<file path="config.mk">
export PLATFORM = sky130hd
export DESIGN_NAME = ram_stream_reader
export DESIGN_NICKNAME = d
export VERILOG_FILES = /design/src/rtl/ram_stream_reader.sv
export SDC_FILE = /design/constraint.sdc
export NUM_CORES = 1
export LEC_CHECK = 0
export ABC_CLOCK_PERIOD_IN_PS = 3100
export CORE_UTILIZATION = 50
export DETAILED_ROUTE_END_ITERATION = 12
export PLACE_DENSITY_LB_ADDON = 0.15
export RECOVER_POWER = 50
export SYNTH_ARGS = -nofsm -noshare
export SYNTH_HDL_FRONTEND = slang
export SYNTH_SLANG_ARGS = --single-unit
</file>
<file path="constraint.sdc">
create_clock -name clock -period 3.1 [get_ports clock]
set_input_delay 0.62 -clock clock [delete_from_list [all_inputs] [get_ports clock]]
set_output_delay 0.62 -clock clock [all_outputs]
set_load 0.05 [all_outputs]
</file>
<file path="src/rtl/ram_stream_reader.sv">
// Read-side controller for a small dual-port RAM: walks base..base+len-1
// (wrapping), absorbs the 1-cycle read latency and emits a valid/ready stream.
//
// Ports:
//   clock, rst_n          clock / async active-low reset
//   start, base_addr, len command (sampled in IDLE only)
//   rd_addr -> RAM        registered read address
//   ram_q   <- RAM        read data, valid the cycle after rd_addr
//   out_data/out_valid    stream output, out_ready from the consumer
//   busy, done            command status; done is a one-cycle pulse
module ram_stream_reader #(
  parameter int AW = 3,
  parameter int DW = 4
) (
  input  logic          clock,
  input  logic          rst_n,
  input  logic          start,
  input  logic [AW-1:0] base_addr,
  input  logic [AW:0]   len,
  output logic [AW-1:0] rd_addr,
  input  logic [DW-1:0] ram_q,
  output logic [DW-1:0] out_data,
  output logic          out_valid,
  input  logic          out_ready,
  output logic          busy,
  output logic          done
);

  typedef enum logic [1:0] {
    S_IDLE,
    S_RUN,
    S_DRAIN,
    S_DONE
  } state_t;

  state_t        r_state;
  state_t        w_state_nxt;
  logic [AW:0]   r_rem;
  logic [AW-1:0] r_rd_addr;
  logic          r_infl;
  logic [1:0]    r_cnt;
  logic [DW-1:0] r_buf0;
  logic [DW-1:0] r_buf1;
  logic          r_valid;

  logic          w_pop;
  logic          w_issue;
  logic          w_accept;
  logic          w_last;
  logic [2:0]    w_occ;
  logic [1:0]    w_cnt_nxt;

  assign w_pop = r_valid & out_ready;

  // Words held or in flight. A beat leaving this cycle frees its slot
  // early, so a read can issue every cycle while the consumer keeps up.
  assign w_occ = {1'b0, r_cnt} + {2'b00, r_infl}
               - {2'b00, w_pop};

  assign w_issue = (r_state == S_RUN)
                && (r_rem != '0)
                && (w_occ < 3'd2);

  assign w_last = w_issue
               && (r_rem == (AW+1)'(1));

  always_comb begin
    w_state_nxt = r_state;
    w_accept    = 1'b0;
    unique case (r_state)
      S_IDLE: begin
        if (start) begin
          if (len != '0) begin
            w_accept    = 1'b1;
            w_state_nxt = S_RUN;
          end else begin
            w_state_nxt = S_DONE;
          end
        end
      end
      S_RUN: begin
        if (r_rem == '0 || w_last)
          w_state_nxt = S_DRAIN;
      end
      S_DRAIN: begin
        // Leave as the final beat departs so
        // done lands on the following cycle.
        if (!r_infl &&
            (r_cnt == 2'd0 ||
             (r_cnt == 2'd1 && w_pop)))
          w_state_nxt = S_DONE;
      end
      S_DONE: begin
        w_state_nxt = S_IDLE;
      end
      default: begin
        w_state_nxt = S_IDLE;
      end
    endcase
  end

  always_comb begin
    w_cnt_nxt = r_cnt;
    if (r_infl && !w_pop)
      w_cnt_nxt = r_cnt + 2'd1;
    else if (!r_infl && w_pop)
      w_cnt_nxt = r_cnt - 2'd1;
  end

  always_ff @(posedge clock or negedge rst_n) begin
    if (!rst_n) begin
      r_state   <= S_IDLE;
      r_rem     <= '0;
      r_rd_addr <= '0;
      r_infl    <= 1'b0;
      r_cnt     <= 2'd0;
      r_buf0    <= '0;
      r_buf1    <= '0;
      r_valid   <= 1'b0;
    end else begin
      r_state <= w_state_nxt;
      if (w_accept) begin
        r_rem     <= len;
        r_rd_addr <= base_addr;
      end else if (w_issue) begin
        r_rem     <= r_rem - (AW+1)'(1);
        r_rd_addr <= r_rd_addr + AW'(1);
      end
      r_infl  <= w_issue;
      r_cnt   <= w_cnt_nxt;
      r_valid <= (w_cnt_nxt != 2'd0);
      // Head is r_buf0. A pop shifts; a capture
      // lands in the first free slot after it.
      if (w_pop) begin
        r_buf0 <= (r_cnt == 2'd1) ? ram_q : r_buf1;
        r_buf1 <= ram_q;
      end else if (r_infl) begin
        if (r_cnt == 2'd0)
          r_buf0 <= ram_q;
        else
          r_buf1 <= ram_q;
      end
    end
  end

  assign rd_addr   = r_rd_addr;
  assign out_data  = r_buf0;
  assign out_valid = r_valid;
  assign busy      = (r_state == S_RUN)
                  || (r_state == S_DRAIN);
  assign done      = (r_state == S_DONE);

endmodule

</file>
==> results.yml <==
power_and_ir_drop:
  ir_drop_v: 0.000756
  power_leakage_uw: 0.000671
  powerDensity_mw_per_mm2: 1160
timing:
  clock_skew_ns: 0.00345
  rsz0062_at_grt: "false"
  max_clock_freq_mhz: 366
  tns_ns: 0
  timing.hold.ws_ns: 0.528
  period_minus_slack_ns: 2.73
  drv_slew: 0
  fin_crit_sh: 0.881
  relSlewSlack: 0.257
  setup_viol: 0
  hold_viol_final: 0
  worst_slew_pin_slew_ns: 1.11
layout:
  multi_input_comb_area_sq_um: 657
  layout.nets: 170
  postLayoutCellArea_sq_mm: 0.00153
  nFillCells: 186
  final_util: 0.671
  area_delta_synth_final_pct: 23.9
  final-seq-area_sq_um: 526
  drive_gt1_frac: 0.0839
  antenna_cells: 0
drt:
  num_vias: 960
  drc: 0
  vias_per_cell: 5.61
  wl_per_cell_um: 13.9
  routed_wl_um: 2380
  drtIter0Drc: 12
  antenna_left: 0
  drtPass1Iterations: 4
global_route:
  antenna_found_initial: 0
  grt_overflow_total: 0
  grt_pass1_wl_um: 4200
  grt_max_degree: 22
  grtUsageTotal: 0.216
  grt_pass1_vias: 953
place:
  port_buffers: 24
  dp_hpwl_um: 1810
  routabilityCongestion: 0.750
  place_area_sq_mm: 0.00151
cts:
  ctsResizeCount: 0
  clockBufferDepth: 2
  cts_setup_buffers: 0
  tritoncts: "built"
  holdBufCountCts: 0
  htree_levels: 1
  cts_buffers: 3
  cts_sinks: 21
  insertion_delay_ns: 0.31
  clk_pin_slew_ns: 0.12
  root_buffer: "clkbuf_4"
floorplan:
  start_util: 0.542
  die_area_sq_mm: 0.00267
  die_h_um: 51.6
  core_region_area_sq_mm: 0.00228
  die_x_um: 51.6
  num_rows: 17
  pin_count: 25
critical_path:
  slowest_stage: "clkdlybuf4s50_1"
  worst_path_dominant_cell_family: "simple AND/OR/NAND/NOR gates"
  crit_chain: "clkdlybuf4s50_1 -> and2_0 -> xnor2_1 -> nand2b_1 -> fa_1 -> xnor2_2 -> nand4_1 -> a311o_1 -> mux2i_1"
  r2r-start: "out_valid"
  timing.critical_path.buf_inv: 1
  required_ns: 3.30
  slowest_delay_ns: 0.50
  critPathCaptureType: "flip-flop"
  ff2ff_path_depth: 8
  critPathMaxFanout: 3
  path_class: "input port to flip-flop"
  crit_start: "out_ready"
  critPathArrivalTime_ns: 2.93
  critPathLaunchType: "input port"
  cp_num_cells: 9
synthesis:
  yosysUniqueCellTypes: 38
  syn_nets: 143
  syn-instance-count: 117
  synth_top_area_cell: "dfrtp_1"
  syn_area_per_cell_sq_um: 10.5
  synth_edf_count: 0
  yosys_warnings: 0
  seq_area_frac_synth: 0.426
  synth_area_sq_mm: 0.00123
  synth_seq_cells: 21
  synth_ff_type: "dfrtp_1"
  synth_area_leaders: "dfrtp_1 (43%), ha_1 (10%), mux2_2 (3.7%)"
  synth_top_area_frac: 0.426
  synthArstFlopShare: 1.00
worst_hold_path:
  hp-class: "flip-flop to flip-flop"
  min_path_cells: 1
  hold_path_startpoint: "r_buf1[3]"
run:
  cap_viol_max_count: 0
status:
  status: "finished clean"
==> cells by family (layout without fill, tap and decap cells) <==
| group | after synthesis | after routing | synth area share |
|---|---|---|---|
| simple gates | 31 | 31 | 0.139 |
| mux | 8 | 8 | 0.0690 |
| xor+xnor | 6 | 6 | 0.0487 |
| fa+ha+maj | 11 | 11 | 0.118 |
| buf+inv | 13 | 39 | 0.0406 |
| compound gates | 27 | 27 | 0.158 |
| flops | 21 | 21 | 0.426 |
==> routing by layer <==
metal | up-vias | global-route usage | share of wire
li1 | 470 | - | -
met1 | 457 | 0.274 | 0.45
met2 | 29 | 0.361 | 0.50
met3 | 4 | 0.0263 | 0.034
met4 | 0 | 0.108 | 0.018
met5 | - | 0 | 0
==> cell usage in the layout, fill, tap and decap left out, types with 3 or more instances in the layout <==
cell	n
a31oi_1	3
a21o_1	5
nand2_1	4
inv_1	8
mux2_2	4
ha_1	10
dfrtp_1	21
a21oi_1	4
o21ai_0	4
xnor2_1	5
mux2i_1	4
clkdlybuf4s50_1	23
clkbuf_4	3
a22o_1	4
nor2_1	10
==> Yosys cell counts, types with 2 or more instances <==
library cell	n
nand2_1	4
a21oi_1	4
mux2i_1	4
a31oi_1	3
a22o_1	4
nor3_1	2
dfrtp_1	21
o21ai_0	3
nand3_1	2
nand4_1	2
clkbuf_1	3
nor2b_1	2
nor2_1	10
a32o_1	2
a21o_1	5
inv_1	8
ha_1	10
mux2_2	4
xnor2_1	5
==> area by class of cell <==
type / count / share of cell area
Tap cell: 28 / 0.0230
Inverter: 9 / 0.0221
Timing Repair Buffer: 26 / 0.162
Clock buffer: 3 / 0.0148
Multi-Input combinational cell: 83 / 0.430
Clock inverter: 1 / 0.00328
Sequential cell: 21 / 0.344
==> power by group <==
group          internal, uW  total [uW]  switching (uW)
Clock                  48.2         136            88.0
Combinational           469        1100             632
Sequential              412         539             127
==> worst paths after layout <==
check | end | slack, ns
worst max-delay path | r_state[0] | 0.37
worst min-delay path | r_buf1[3] | 0.53
worst max register to register | r_state[0] | 0.70
worst min register to register | r_buf1[3] | 0.53
max in group asynchronous | r_state[0] | 1.42
min in group asynchronous | r_cnt[0] | 1.02
==> sequential cells by signal, summed over array words and instances, names as in the netlist <==
register,cells
out_data,4
r_buf1,4
r_rem,4
rd_addr,3
r_cnt,2
r_state,2
out_valid,1
r_infl,1
==> per-stage QoR <==
stage | std cells | power (uW) | setup slack, ns
after floorplan | 117 | 1360 | 0.431
after global placement | 167 | 1610 | 0.180
after detailed placement | 167 | 1650 | 0.122
after CTS | 171 | 1790 | 0.431
after global routing | 171 | 1930 | 0.184
final | 171 | 1780 | 0.369
(Power assumes the default switching activity.)
